File: config.mk
export PLATFORM = sky130hd
export DESIGN_NAME = clock_time_keeper
export DESIGN_NICKNAME = d
export VERILOG_FILES = /design/src/rtl/clock_time_keeper.sv
export SDC_FILE = /design/constraint.sdc
export NUM_CORES = 1
export LEC_CHECK = 0
export CAP_MARGIN = 40
export CELL_PAD_IN_SITES_DETAIL_PLACEMENT = 0
export CELL_PAD_IN_SITES_GLOBAL_PLACEMENT = 2
export CORE_ASPECT_RATIO = 1.75
export CORE_UTILIZATION = 30
export DETAILED_ROUTE_END_ITERATION = 10
export HOLD_SLACK_MARGIN = 0.08
export PLACE_DENSITY_LB_ADDON = 0.1
export SLEW_MARGIN = 20
export SYNTH_ARGS = -nofsm -noshare
export SYNTH_HDL_FRONTEND = slang
export SYNTH_SLANG_ARGS = --single-unit
export TNS_END_PERCENT = 20
File: constraint.sdc
create_clock -name clk -period 4.6 [get_ports clk]
set_input_delay 1.38 -clock clk [delete_from_list [all_inputs] [get_ports clk]]
set_output_delay 1.38 -clock clk [all_outputs]
set_load 0.02 [all_outputs]
File: src/rtl/clock_time_keeper.sv
// Time-of-day keeper: BCD seconds/minutes/hours advanced by a one-second tick,
// with a validated valid/ready load port and registered rollover strobes.
module clock_time_keeper #(
    parameter int HOURS_PER_DAY = 24
) (
    input  logic       clk,
    input  logic       rst,
    input  logic       tick,
    input  logic       hold,
    input  logic       load_valid,
    output logic       load_ready,
    input  logic [7:0] load_hour,
    input  logic [7:0] load_min,
    input  logic [7:0] load_sec,
    output logic       load_ok,
    output logic       load_err,
    output logic [7:0] sec_bcd,
    output logic [7:0] min_bcd,
    output logic [7:0] hour_bcd,
    output logic       sec_carry,
    output logic       min_carry,
    output logic       day_pulse
);

    localparam bit         MODE_12    = (HOURS_PER_DAY == 12);
    localparam logic [7:0] HOUR_RESET = MODE_12 ? 8'h12 : 8'h00;
    localparam logic [7:0] HOUR_LAST  = MODE_12 ? 8'h12 : 8'h23;
    localparam logic [7:0] HOUR_FIRST = MODE_12 ? 8'h01 : 8'h00;

    typedef enum logic [1:0] {
        ST_INIT  = 2'd0,
        ST_RUN   = 2'd1,
        ST_CHECK = 2'd2
    } state_t;

    function automatic logic [7:0] bcd_inc(input logic [7:0] v);
        logic [7:0] r;
        if (v[3:0] == 4'd9) begin
            r = {v[7:4] + 4'd1, 4'd0};
        end else begin
            r = {v[7:4], v[3:0] + 4'd1};
        end
        return r;
    endfunction

    function automatic logic bcd_ok(input logic [7:0] v, input logic [3:0] max_tens);
        return (v[7:4] <= max_tens) && (v[3:0] <= 4'd9);
    endfunction

    function automatic logic time_ok(input logic [7:0] h, input logic [7:0] m,
                                     input logic [7:0] s);
        logic [6:0] hv;
        logic       hour_range;
        hv = 7'(h[7:4]) * 7'd10 + 7'(h[3:0]);
        if (MODE_12) begin
            hour_range = (hv >= 7'd1) && (hv <= 7'd12);
        end else begin
            hour_range = (hv <= 7'd23);
        end
        return bcd_ok(h, 4'd9) && bcd_ok(m, 4'd5) && bcd_ok(s, 4'd5) && hour_range;
    endfunction

    state_t     state_r;
    logic       load_ready_r;
    logic       load_ok_r;
    logic       load_err_r;
    logic [7:0] sec_r;
    logic [7:0] min_r;
    logic [7:0] hour_r;
    logic       sec_carry_r;
    logic       min_carry_r;
    logic       day_pulse_r;
    logic [7:0] cap_hour_r;
    logic [7:0] cap_min_r;
    logic [7:0] cap_sec_r;

    logic       handshake_s;
    logic       cap_ok_s;
    logic       sec_wrap_s;
    logic       min_wrap_s;
    logic       hour_wrap_s;
    logic [7:0] sec_next_s;
    logic [7:0] min_next_s;
    logic [7:0] hour_next_s;

    // Next-second time value and cascaded wrap conditions, plus load validation.
    always_comb begin
        sec_wrap_s  = (sec_r == 8'h59);
        min_wrap_s  = sec_wrap_s && (min_r == 8'h59);
        hour_wrap_s = min_wrap_s && (hour_r == HOUR_LAST);
        if (sec_wrap_s) begin
            sec_next_s = 8'h00;
        end else begin
            sec_next_s = bcd_inc(sec_r);
        end
        if (min_wrap_s) begin
            min_next_s = 8'h00;
        end else if (sec_wrap_s) begin
            min_next_s = bcd_inc(min_r);
        end else begin
            min_next_s = min_r;
        end
        if (hour_wrap_s) begin
            hour_next_s = HOUR_FIRST;
        end else if (min_wrap_s) begin
            hour_next_s = bcd_inc(hour_r);
        end else begin
            hour_next_s = hour_r;
        end
        handshake_s = load_valid && load_ready_r;
        cap_ok_s    = time_ok(cap_hour_r, cap_min_r, cap_sec_r);
    end

    // Control FSM, time registers and all registered strobes.
    always_ff @(posedge clk) begin
        if (rst) begin
            state_r      <= ST_INIT;
            load_ready_r <= 1'b0;
            load_ok_r    <= 1'b0;
            load_err_r   <= 1'b0;
            sec_r        <= 8'h00;
            min_r        <= 8'h00;
            hour_r       <= HOUR_RESET;
            sec_carry_r  <= 1'b0;
            min_carry_r  <= 1'b0;
            day_pulse_r  <= 1'b0;
            cap_hour_r   <= 8'h00;
            cap_min_r    <= 8'h00;
            cap_sec_r    <= 8'h00;
        end else begin
            load_ok_r   <= 1'b0;
            load_err_r  <= 1'b0;
            sec_carry_r <= 1'b0;
            min_carry_r <= 1'b0;
            day_pulse_r <= 1'b0;
            case (state_r)
                ST_INIT: begin
                    state_r      <= ST_RUN;
                    load_ready_r <= 1'b1;
                end
                ST_RUN: begin
                    // A handshake takes priority and swallows a coincident tick.
                    if (handshake_s) begin
                        cap_hour_r   <= load_hour;
                        cap_min_r    <= load_min;
                        cap_sec_r    <= load_sec;
                        state_r      <= ST_CHECK;
                        load_ready_r <= 1'b0;
                    end else if (tick && !hold) begin
                        sec_r       <= sec_next_s;
                        min_r       <= min_next_s;
                        hour_r      <= hour_next_s;
                        sec_carry_r <= sec_wrap_s;
                        min_carry_r <= min_wrap_s;
                        day_pulse_r <= hour_wrap_s;
                    end
                end
                ST_CHECK: begin
                    if (cap_ok_s) begin
                        sec_r     <= cap_sec_r;
                        min_r     <= cap_min_r;
                        hour_r    <= cap_hour_r;
                        load_ok_r <= 1'b1;
                    end else begin
                        load_err_r <= 1'b1;
                    end
                    state_r      <= ST_RUN;
                    load_ready_r <= 1'b1;
                end
                default: begin
                    state_r      <= ST_INIT;
                    load_ready_r <= 1'b0;
                end
            endcase
        end
    end

    assign load_ready = load_ready_r;
    assign load_ok    = load_ok_r;
    assign load_err   = load_err_r;
    assign sec_bcd    = sec_r;
    assign min_bcd    = min_r;
    assign hour_bcd   = hour_r;
    assign sec_carry  = sec_carry_r;
    assign min_carry  = min_carry_r;
    assign day_pulse  = day_pulse_r;

endmodule

# After elaboration in Yosys (flattened, before gate mapping)
# Cells that the tools add are included.
# totals
ff_bits	56
ram_bits	0
mem_bits_ro	0
latch_bits	0
word_cells	100
mem_count	0
# op_classes
n_eq_ne	17
n_mux	26
n_bitwise	3
div	0
n_addsub	7
n_reduce_logical	23
mul	1
n_lt_le_gt_ge	7
shifts	0
# op_table
op	n
$mux W8	17
$pmux W8 S2	3
$add A4 B1 Y4 const B	6
$eq A8 B7 Y1 const B	2
$le A4 B4 Y1 const B	4
$ne A3 B3 Y1 const B	5
$reduce_and A5 Y1	3
$eq A4 B4 Y1 const B	3
$reduce_and A6 Y1	2
$logic_and A1 B1 Y1	10
$eq A8 B6 Y1 const B	1
$le A4 B3 Y1 const B	2
$ne A2 B2 Y1 const B	4
$add A7 B4 Y7	1
$le A7 B5 Y1 const B	1
$mul A4 B3 Y6 const B	1
$pmux W2 S2	1
$reduce_and A4 Y1	1
$reduce_or A2 Y1	2
$reduce_or A4 Y1	1
$mux W1	3
$not A1 Y1	3
$eq A2 B1 Y1 const B	1
$eq A2 B2 Y1 const B	1
6 further kinds	6

# Longest topological paths before layout
# Gate-level depths: netlist of run 1.
# depth
ltp_word	7
ltp_mapped	12
depth_no_buf	10

# Worst setup path after synthesis of run 1
# Ideal clock, no wire load.
# synth_timing
kind	flip-flop to flip-flop
start	register cap_hour_r[5]
end	register sec_r[7] (netlist: sec_bcd[7])
arrival_ps	3233
path_buffers	1
period_less_slack_ps	3357
stages_incl_launch_ff	12
path_slack_ps	1243
setup_ps	123
required_ps	4477
path_cell_list	dfxtp_1 -> ha_1 -> ha_1 -> inv_1 -> fa_1 -> nand2_1 -> mux2i_1 -> or4_1 -> buf_2 -> or4_4 -> a21o_1 -> mux2_1
# synth_via
elab_chain_len	7
word_cells_on_any_way	10
# synth_rtl
item	line	text
start: declaration	73	logic [7:0] cap_hour_r;
start signal: assignment	144	cap_hour_r <= load_hour;
parallel branches: the longest is 4 deep, another holds $add A7 B4 Y7	--	
$logic_and A1 B1 Y1 *	60	return bcd_ok(h, 4'd9) && bcd_ok(m, 4'd5) && bcd_ok(s, 4'd5) && hour_range;
$ne A2 B2 Y1 (no line) *	--	
$reduce_and A5 Y1 (no line) *	--	
end signal: assignment	150	sec_r <= sec_next_s;
end signal: assignment	160	sec_r <= cap_sec_r;
end: declaration	67	logic [7:0] sec_r;
# Mark *: on every way between the ends.
# A chain may end at the register's enable or synchronous reset.

# Final worst setup path of run 1
# layout_timing
start	register cap_hour_r[5]
end	register hour_r[6] (netlist: hour_bcd[6])
# layout_via
elab_chain_len	7
word_cells_on_any_way	10
# layout_rtl
item	line	text
parallel branches: the longest is 4 deep, another holds $add A7 B4 Y7	--	
$logic_and A1 B1 Y1 *	60	
$ne A2 B2 Y1 (no line) *	--	
$reduce_and A6 Y1 (no line) *	--	
end signal: assignment	152	hour_r <= hour_next_s;
end signal: assignment	162	hour_r <= cap_hour_r;
end: declaration	69	logic [7:0] hour_r;
# Marked as above.

==> results of run 1 <==
-- tightest hold or removal path, cell delays in order (launching register included) --
cell and delay [ns]:
dfxtp_1 0.31, nand2_1 0.05, a21oi_1 0.05
-- state kept, by name, indices dropped and copies added, names as in the netlist --
register	count
cap_hour_r	8
load_ready	1
state_r	2
min_bcd	8
cap_min_r	8
sec_carry	1
cap_sec_r	8
load_ok	1
sec_bcd	8
day_pulse	1
hour_bcd	8
load_err	1
min_carry	1
-- routing by layer --
layer	vias to the layer above	share of wire [%]	GRT usage (%)
met5	-	0	0
met3	17	2.9	2.467
met4	0	3.8	9.091
met1	1425	40	21.82
met2	75	53	37.36
li1	1555	-	-
-- power breakdown --
group / switching, uW / internal, uW
logic: 69.2 / 60.4
registers: 15.8 / 496
clock network: 179 / 218
total: 264 / 774
-- layout by cell type (no fill, tap or decap), types with 6 or more instances in the layout --
| master | n |
|---|---|
| nand2_1 | 74 |
| clkdlybuf4s50_1 | 57 |
| a21oi_1 | 56 |
| dfxtp_1 | 56 |
| nor2_1 | 23 |
| o21ai_0 | 21 |
| inv_1 | 16 |
| nand3_1 | 13 |
| a211oi_1 | 12 |
| ha_1 | 12 |
| nand3b_1 | 6 |
| nor3_1 | 6 |
| o31ai_1 | 6 |
-- worst paths after layout --
kind         slack [ns]  depth (start not counted)            to     startpoint
max                0.98                         10   hour_bcd[6]  cap_hour_r[5]
min                0.46                          2  cap_sec_r[4]   cap_sec_r[4]
max reg2reg        0.98                         10   hour_bcd[6]  cap_hour_r[5]
min reg2reg        0.46                          2  cap_sec_r[4]   cap_sec_r[4]
-- logic make-up after synthesis --
group,Yosys count,synth area share (%)
adders and majority gates,15,6.400
and+or+nand+nor,164,26.08
xor gates and xnor gates,8,2.240
buffers and inverters,38,4.640
DFF,56,35.84
muxes,4,1.400
AOI/OAI and AO/OA,120,23.40
-- area by class of cell --
type / instances / area, um^2 / share of cell area [%]
Clock buffer: 8 / 146.4 / 3.632
Sequential cell: 56 / 1121 / 27.82
Timing Repair Buffer: 66 / 671.9 / 16.67
Inverter: 16 / 60.06 / 1.490
Multi-Input combinational cell: 311 / 1872 / 46.45
Tap cell: 127 / 158.9 / 3.943
-- through the flow --
stage                     instance area (um^2)  std cells  utilization, %  setup WS [ns]
after floorplan                           3128        405               -          1.243
after global placement                    3825        573           37.58          1.077
after detailed placement                  3845        574           37.78         0.9852
after CTS                                 3991        582           39.22         0.9667
after global routing                      4030        584           39.60         0.6993
final                                     4030        584           39.60         0.9850
==> flow_metrics.tcl, run 1 <==
set metrics [dict create \
    clk_pin_slew_ns 0.07 \
    crit_fanout 6 \
    status "finished clean" \
    pwr_density_cell_nw_per_um2 257.6 \
    fillers 1110 \
    crit_chain "ha_1 > ha_1 > inv_1 > fa_1 > nand2_1 > mux2i_1 > or4_1 > nor4_2 > o22ai_1 > mux2_2" \
    synth-edff-count 0 \
    crit_required_ns 4.79 \
    drive_above_1_share_pct 5.252 \
    power_uw 1038 \
    period_minus_slack_ns 3.615 \
    tightest_slew_ns 0.7238 \
    clock-sinks 56 \
    cp_slowest_cell "or4_1" \
    first_global_vias 3105 \
    yosysTopAreaCellShare_pct 35.84 \
    start_kind "register" \
    cts_buffer_depth 2 \
    netlist_area_um2 3128 \
    grt_setup_unrepaired "false" \
    vias 3072 \
    htreeDepth 2 \
    drt-initial-drc-count 153 \
    yosysWarnings 0 \
    ys_ff_latch 56 \
    routedWlPerCell_um 17.30 \
    cts_setup_buffers 0 \
    fin_crit_sh_pct 78.59 \
    antenna_found_initial 0 \
    vias_per_cell 5.260 \
    end_kind "register" \
    synth.distinct_cells 53 \
    hold_violations 0 \
    skew_ns 0.003889 \
    setup_tns_ns 0 \
    finalMaxSlewViolations 0 \
    crit_family "simple AND/OR/NAND/NOR gates" \
    async_flop_share_pct 0 \
    syn-num-nets 448 \
    drt_wl_total_mm 10.10 \
    area.growth.synth_to_final_pct 28.84 \
    synth_top_cell_by_area "dfxtp_1" \
    firstDrtPassIters 4 \
    die_area_um2 10860 \
    ir_worst_vdd_uv 157.2 \
    netlist_top_cells_area "dfxtp_1 (36%), a21oi_1 (9.0%), nand2_1 (8.9%)" \
    overflow 0 \
    grt_util_all_layers_pct 19.95 \
    port_buffers 58 \
    netlist_instances 405 \
    yosys_most_used_dff "dfxtp_1" \
    ys_seq_area_share_pct 35.84 \
    root_buffer "clkbuf_16" \
    die_h_um 137.1 \
    clock_latency_ns 0.30 \
    numCtsBuffers 5 \
    syn_avg_cell_area_um2 7.723 \
    ios 59 \
    hold_buffers 0 \
    ant_nets 0 \
    yosysMostFrequentCell "nand2_1" \
    synth_top_cells_by_count "nand2_1 (74), a21oi_1 (56), dfxtp_1 (56)" \
    whs_ns 0.4562 \
    max_clock_freq_mhz 276.6 \
    grt_pass1_wl_mm 16.28 \
    post_cts_resize_count 0 \
    hold_path.class "register to register" \
    crit_top_cell "ha_1" \
    drv_cap 0 \
    finalNetCount 499 \
    placementRows 49 \
    core_um2 10180 \
    arrival_ns 3.80 \
    power_leakage_uw 0.001381 \
    relSlewSlack_pct 51.22 \
    fp.dieW_um 79.19 \
    start_util_pct 30.74 \
    cts_tree "built" \
    globalplace.congestion 0.7896 \
    grt_max_degree 35 \
    setup_violations 0 \
    drc_errors 0 \
    criticalPathCategory "register to register" \
    antenna_cells 0 \
    critical_path_buf_inv_count 1 \
    slowest_delay_ns 0.67 \
    hpwl_mm 7.533 \
]
Note: power is estimated with default switching activity, not from simulation.
==> run 2, diff against run 1 <==
- CORE_UTILIZATION: 30 -> 27
- clock period: 4.6 -> 3.04 ns (I/O delays scaled with it)
==> flow_metrics.tcl, run 2 (synthesis results as in run 1) <==
set metrics [dict create \
    final_common_cell "nand2_1" \
    clkPwrFrac_pct 39.0 \
    criticalPathCategory "register to register" \
    drive_above_1_share_pct 14.64 \
    die_h_um 144.4 \
    hold_path.class "register to register" \
    mostFrequentLayoutCells "nand2_1 (74), clkdlybuf4s50_1 (57), a21oi_1 (55)" \
    drt_wl_total_mm 10.55 \
    drc_errors 0 \
    period_minus_slack_ns 3.144 \
    antenna_found_initial 0 \
    die_area_um2 12040 \
    grt_setup_unrepaired "true" \
    final_util_pct 38.67 \
    fillers 1175 \
    globalplace.congestion 0.8634 \
    r2r_cells 9 \
    clock_latency_ns 0.30 \
    crit_required_ns 3.23 \
    routedWlPerCell_um 17.10 \
    cts_buffer_depth 2 \
    start_util_pct 27.85 \
    drt-initial-drc-count 150 \
    core_um2 11230 \
    clock-sinks 56 \
    placementRows 51 \
    tightest_slew_ns 0.5406 \
    startpoint "cap_hour_r[5]" \
    vias 3202 \
    grt_max_degree 34 \
    power_frac_seq_pct 46.9 \
    grt_pass1_wl_mm 16.77 \
    clk_pin_slew_ns 0.07 \
    numCtsBuffers 5 \
    antenna_cells 0 \
    finalMaxSlewViolations 0 \
    firstDrtPassIters 4 \
    port_buffers 58 \
    crit_fanout 5 \
    power_switching_uw 422.6 \
    power_leakage_uw 0.001542 \
    finalNetCount 527 \
    cts_tree "built" \
    fp.dieW_um 83.37 \
    overflow 0 \
    combPwrFrac_pct 14.1 \
    hpwl_mm 7.899 \
    skew_ns 0.006862 \
    start_kind "register" \
    power_uw 1639 \
    grt_util_all_layers_pct 18.07 \
    ir_worst_vdd_uv 224.5 \
    relSlewSlack_pct 63.96 \
    crit_end "sec_bcd[7]" \
    p_sw_share_pct 25.78 \
    violations "setup timing" \
    first_global_vias 3190 \
    area.growth.synth_to_final_pct 38.84 \
    ios 59 \
    hold_violations 0 \
    worst_slack_ns -0.1042 \
    max_clock_freq_mhz 318.0 \
    htreeDepth 2 \
    p_int_uw 1217 \
    drv_cap 0 \
    status "finished, violations left" \
    setup_violations 7 \
    arrival_ns 3.33 \
    reg2reg_from "cap_hour_r[5]" \
    root_buffer "clkbuf_16" \
    pwr_density_cell_nw_per_um2 377.4 \
    ant_nets 0 \
    end_kind "register" \
    fin_crit_sh_pct 103.4 \
    r2r_end "sec_bcd[7]" \
    vias_per_cell 5.190 \
    rrSetupSlack_ns -0.10 \
]
[run 2: timing repair]
item	4_1_cts	5_1_grt
hold buffers	0	0
setup buffers	0	3
resized for setup	3	12
endpoints found under the setup margin	18	21
pin swaps	4	9
[run 2: cell type report]
cell class,count,area (um^2),area share [%]
clock buffers,6,150.1,3.457
clock inverters,2,12.51,0.2881
inverters,16,60.06,1.383
multi-input cells,311,1964,45.23
well taps,132,165.2,3.803
flip-flops and latches,56,1129,25.99
repair buffers,94,862.1,19.85
[run 2: through the flow]
step                      setup slack [ns]  std cells  hold slack (ns)  area [um^2]  setup TNS (ns)
final                              -0.1042        617           0.4598         4343         -0.2430
after global placement             -0.1158        606           0.4455         4093          -1.043
after detailed placement           -0.1472        606           0.4527         4093          -1.379
after floorplan                   -0.09436        405           0.4366         3187         -0.1256
after CTS                         -0.08286        614           0.4640         4272         -0.2710
after global routing               -0.1834        617           0.4820         4343          -1.759
[run 2: how the worst min path moves through the flow]
stage / startpoint / endpoint / depth (start not counted)
2_1_floorplan: cap_sec_r[4] / cap_sec_r[4] / 2
3_3_place_gp: cap_sec_r[4] / cap_sec_r[4] / 2
3_5_place_dp: cap_sec_r[4] / cap_sec_r[4] / 2
4_1_cts: cap_sec_r[4] / cap_sec_r[4] / 2
5_1_grt: cap_min_r[4] / cap_min_r[4] / 2
6_report: cap_sec_r[4] / cap_sec_r[4] / 2
[run 2: metal layers]
layer	routed length (um)	GRT usage (%)	up-vias
met2	5676	34.47	61
met5	0	0	-
met1	4309	20.42	1521
li1	-	-	1609
met3	322	1.884	11
met4	242	6.987	0
[run 2: power groups by stage]
| stage | Sequential, uW | Clock [uW] | Combinational (uW) |
|---|---|---|---|
| 3_3_place_gp | 786 | 0 | 220 |
| 6_report | 769 | 640 | 230 |
| 5_1_grt | 772 | 684 | 251 |
| 2_1_floorplan | 791 | 0 | 104 |
| 3_5_place_dp | 786 | 0 | 221 |
| 4_1_cts | 769 | 658 | 224 |
[run 2: critical path, cell delays in order (launching register included)]
cell and delay [ns]:
dfxtp_4 0.35, ha_4 0.27, ha_4 0.12, inv_2 0.03
fa_2 0.57, o22ai_2 0.09, or4_4 0.60, or4_4 0.47
a21o_1 0.22, mux2_4 0.30
==> run 3, diff against run 2 <==
- CAP_MARGIN: 40 -> 20
- CORE_UTILIZATION: 27 -> 33
- DONT_BUFFER_PORTS: not set -> 1
==> flow_metrics.tcl, run 3 (synthesis results as in run 1) <==
set metrics [dict create \
    setup_violations 5 \
    antenna_found_initial 0 \
    pwr_density_cell_nw_per_um2 406.0 \
    clk_pin_slew_ns 0.07 \
    hold_path.class "register to register" \
    period_minus_slack_ns 3.140 \
    worst_slack_ns -0.09964 \
    start_kind "register" \
    fillers 966 \
    clock_latency_ns 0.30 \
    whs_ns 0.4578 \
    drt_wl_total_mm 9.879 \
    tightest_slew_ns 0.5335 \
    critical_path_buf_inv_count 2 \
    hold_buffers 0 \
    drt-initial-drc-count 145 \
    die_h_um 130.8 \
    grt_util_all_layers_pct 21.51 \
    htreeDepth 2 \
    drive_above_1_share_pct 16.43 \
    status "finished, violations left" \
    final_common_cell "nand2_1" \
    ant_nets 0 \
    cts_buffer_depth 2 \
    grt_max_degree 60 \
    clock-sinks 56 \
    arrival_ns 3.37 \
    fp.dieW_um 75.60 \
    finalNetCount 468 \
    antenna_cells 0 \
    globalplace.congestion 0.8281 \
    root_buffer "clkbuf_16" \
    drv_cap 0 \
    crit_required_ns 3.28 \
    ir_worst_vdd_uv 244.7 \
    mostFrequentLayoutCells "nand2_1 (74), a21oi_1 (55), dfxtp_1 (53)" \
    power_uw 1510 \
    fin_crit_sh_pct 103.3 \
    overflow 0 \
    power_leakage_uw 0.001323 \
    cp_slowest_cell "or4_4" \
    end_kind "register" \
    finalMaxSlewViolations 0 \
    hpwl_mm 7.236 \
    vias_per_cell 5.527 \
    multi_input_area_um2 1963 \
    hold_violations 0 \
    numCtsBuffers 5 \
    relSlewSlack_pct 64.43 \
    grt_setup_unrepaired "true" \
    area.growth.synth_to_final_pct 18.88 \
    routedWlPerCell_um 18.09 \
    crit_chain "ha_4 > ha_4 > inv_2 > fa_2 > o22ai_1 > or4_4 > o31a_1 > buf_12 > or4_4 > a21oi_2" \
    slowest_delay_ns 0.60 \
    crit_family "simple AND/OR/NAND/NOR gates" \
    core_um2 9151 \
    grt_pass1_wl_mm 15.51 \
    drc_errors 0 \
    criticalPathCategory "register to register" \
    firstDrtPassIters 4 \
    ios 59 \
    start_util_pct 34.18 \
    max_clock_freq_mhz 318.5 \
    die_area_um2 9887 \
    skew_ns 0.005543 \
    first_global_vias 2990 \
    seq_area_um2 1130 \
    violations "setup timing" \
    vias 3018 \
    cts_tree "built" \
    placementRows 46 \
    crit_fanout 9 \
    port_buffers 0 \
]
## run 3: cell count changes in the layout (fill, tap and decap cells not counted), moves of 2 or more
cell | previous run | this run
clkdlybuf4s50_1 | 57 | 0
o21ai_0 | 19 | 21
clkbuf_1 | 0 | 2
a211oi_1 | 10 | 6
o21ai_1 | 2 | 0
a211oi_2 | 2 | 6
## run 3: worst reg2reg max path, delay by kind of cell, from the launching register on
| kind | cells | cell delay, ns |
|---|---|---|
| AO/OA/AOI/OAI | 3 | 0.60 |
| buffers and inverters | 2 | 0.19 |
| AND/OR/NAND/NOR | 2 | 1.01 |
| flip-flops | 1 | 0.35 |
| adder cells (fa/ha/maj) | 3 | 0.92 |
## run 3: final cells by class
cell class	count	share of cell area, %
multi-input combinational	311	52.79
sequential	56	30.38
timing repair buffer	35	7.503
tap	120	4.038
clock buffer	7	3.567
inverter	16	1.615
clock inverter	1	0.1009
## run 3: path summary, 6_finish.rpt
path	startpoint	end	slack, ns	cells past startpoint
max	cap_hour_r[5]	min_bcd[0]	-0.1	10
min reg2reg	cap_sec_r[4]	cap_sec_r[4]	0.46	2
min	cap_sec_r[4]	cap_sec_r[4]	0.46	2
max reg2reg	cap_hour_r[5]	min_bcd[0]	-0.1	10
## run 3: per-stage QoR
step | worst slack [ns] | utilization (%) | TNS [ns] | cell area, um^2 | instances
global placement | -0.1167 | 38.30 | -0.8555 | 3505 | 536
detailed placement | -0.1386 | 38.30 | -1.302 | 3505 | 536
global route | -0.1759 | 40.63 | -1.214 | 3719 | 546
CTS | -0.05617 | 39.94 | -0.2514 | 3655 | 544
finish | -0.09964 | 40.63 | -0.3294 | 3719 | 546
floorplan | -0.09436 | - | -0.1256 | 3187 | 405
## run 3: report_power, final
group,switching (uW),leakage (uW),total [uW],internal (uW)
Combinational,91.2,0.000802,162,70.5
Sequential,24.7,0.000455,774,749
Clock,269,0.0000655,574,305
## run 3: metal layers
metal	part of all wire (%)	vias up	GRT usage [%]	wire length (um)
li1	-	1493	-	-
met1	39	1450	23.31	3874
met2	54	60	39.29	5358
met3	3.3	15	4.064	323
met4	3.3	0	9.477	323
met5	0	-	0	0
## run 3: what timing repair did
| item | CTS | global route |
|---|---|---|
| pin swaps | 1 | 10 |
| endpoints found under the hold margin | 0 | 0 |
| resized for setup | 4 | 10 |
| setup buffers | 0 | 2 |
| endpoints found under the setup margin | 16 | 19 |
==> RTL change (settings of run 1) <==
Encoding of `state_t`: now one-hot (3 bits for 3 states).
--- a/src/rtl/clock_time_keeper.sv
+++ b/src/rtl/clock_time_keeper.sv
@@ -28,8 +28,8 @@
     localparam logic [7:0] HOUR_FIRST = MODE_12 ? 8'h01 : 8'h00;
 
-    typedef enum logic [1:0] {
-        ST_INIT  = 2'd0,
-        ST_RUN   = 2'd1,
-        ST_CHECK = 2'd2
+    typedef enum logic [2:0] {
+        ST_INIT  = 3'b001,
+        ST_RUN   = 3'b010,
+        ST_CHECK = 3'b100
     } state_t;
 
Check against the original RTL: same outputs for any inputs over 10 cycles, from zero or initial values and one cycle with rst high; not proved beyond that.
==> RTL change against run 1 <==
  * Combinational power shrank 21%
  * Cell area up 3.5%
  * Sequential cell count grew 1
  * Non-clock buffer count is 2 lower
  * Worst setup slack improved by 0.20 ns
  * Power is 26% higher
  * Final cell count stayed put
  * Routed wire length down 4.3%
  * Synthesized area is 1.0% higher
  * Die area is 0.98% higher
  * Critical path type unchanged
==> RTL change: results (changes against run 1) <==
Power and ir drop
  – Combinational cell power: 0.103 mW (was 0.130 mW)
  – Maximum VDD drop: 0.000176 V (was 0.000157 V)
  – Sw frac: 22.3% (was 25.4%)
  – Lkg Pwr: 1.46 nW (was 1.38 nW)
  – Pwr dens: 314 mW/mm^2 (was 258 mW/mm^2)

Timing
  – Clock skew: 0.00782 ns (was 0.00389 ns)
  – Fin Hold WS: 0.461 ns (was 0.456 ns)

Drt
  – Total wire length: 9670 um (was 10100 um)
  – Initial DRC count: 136 (was 153)
  – Vias: 3090 (was 3072)

Synthesis
  – Synth Area in Compound Gates: 23.8% (was 23.4%)
  – Top cells by area, synth: dfxtp_1 (36%), nand2_1 (8.8%), a21oi_1 (7.8%) (was dfxtp_1 (36%), a21oi_1 (9.0%), nand2_1 (8.9%))
  – Synth top cells by count: nand2_1 (74), dfxtp_1 (57), a21oi_1 (49), o21ai_0 (26), nor2_1 (22) (was nand2_1 (74), a21oi_1 (56), dfxtp_1 (56), nor2_1 (24), o21ai_0 (21))
  – Post-synth cell types: 58 (was 53)
  – Post-Synth Adder-Cell Area: 6.34% (was 6.40%)
  – Avg Synthesized Cell Area: 7.94 um^2 (was 7.72 um^2)
  – Seq/Total Area, Yosys: 36.1% (was 35.8%)

Placed design
  – Placed cell count: 568 (was 574)
  – Detailed placer's ending HPWL: 6900 um (was 7530 um)
  – Placed inst area: 0.00386 mm^2 (was 0.00384 mm^2)
  – Dpl ws: 1.16 ns (was 0.985 ns)

Critical path
  – Critical Path AT: 3.63 ns (was 3.80 ns)
  – R2R cell count: 9 (was 10)
  – CP max FO: 9 (was 6)

Layout
  – Fill cell count: 1087 (was 1110)
  – Share of layout cells above drive strength 1: 7.22% (was 5.25%)
  – Design Area, Final: 0.00417 mm^2 (was 0.00403 mm^2)

GRT
  – First-pass GRT wire length: 15400 um (was 16300 um)
  – Number of global-route vias before repair: 2937 (was 3105)
  – Largest net degree at the start of global routing: 54 (was 35)

CTS
  – TritonCTS buffer count: 9 (was 5)
  – H-tree Lvls: 3 (was 2)
  – Clock Latency Late Sink: 0.33 ns (was 0.30 ns)

Outcome
  – Status: finished clean (unchanged)
## RTL change: cell types whose count changed after synthesis, moves of 4 or more
cell and change:
a21oi_1 -7, o21ai_0 +5, o31ai_1 -4, nand2b_1 +5
a31oi_1 +5, nor4_1 -4, a211oi_1 -10, mux2i_1 +4
inv_1 -4
## RTL change: worst max-delay path, stage by stage (launching register included)
cell,delay (ns)
dfxtp_1,0.45
ha_1,0.28
ha_1,0.19
inv_1,0.06
fa_1,0.45
or3_4,0.41
a2111oi_4,0.37
a21oi_1,0.25
or4_1,0.57
a32o_1,0.26
## RTL change: metal layers
metal,vias to the layer above,track usage [%],share of wire [%]
met5,-,0,0
met4,0,8.38,1.8
met3,10,3.38,3.4
met2,60,32.7,51
met1,1486,22.5,44
li1,1534,-,-
## RTL change: worst max-delay path by stage
stage | startpoint | depth (start not counted) | to | slack, ns
after floorplan | cap_hour_r[5]$_SDFFE_PP0P_ | 9 | hour_bcd[6]$_SDFFE_PP0P_ | 1.51
after global placement | tick | 6 | hour_bcd[6]$_SDFFE_PP0P_ | 1.19
after detailed placement | tick | 6 | hour_bcd[6]$_SDFFE_PP0P_ | 1.16
after CTS | cap_hour_r[5]$_SDFFE_PP0P_ | 9 | hour_bcd[6]$_SDFFE_PP0P_ | 1.18
after global routing | cap_hour_r[5]$_SDFFE_PP0P_ | 10 | sec_bcd[5]$_SDFFE_PP0P_ | 0.96
final | cap_hour_r[5]$_SDFFE_PP0P_ | 9 | hour_bcd[6]$_SDFFE_PP0P_ | 1.19
## RTL change: final cells by class
type | instances | share of cell area [%]
repair buffers | 64 | 14.9
flip-flops and latches | 57 | 27.4
well taps | 127 | 3.81
clock buffers | 14 | 6.57
clock inverters | 2 | 0.840
inverters | 12 | 1.08
multi-input cells | 308 | 45.5
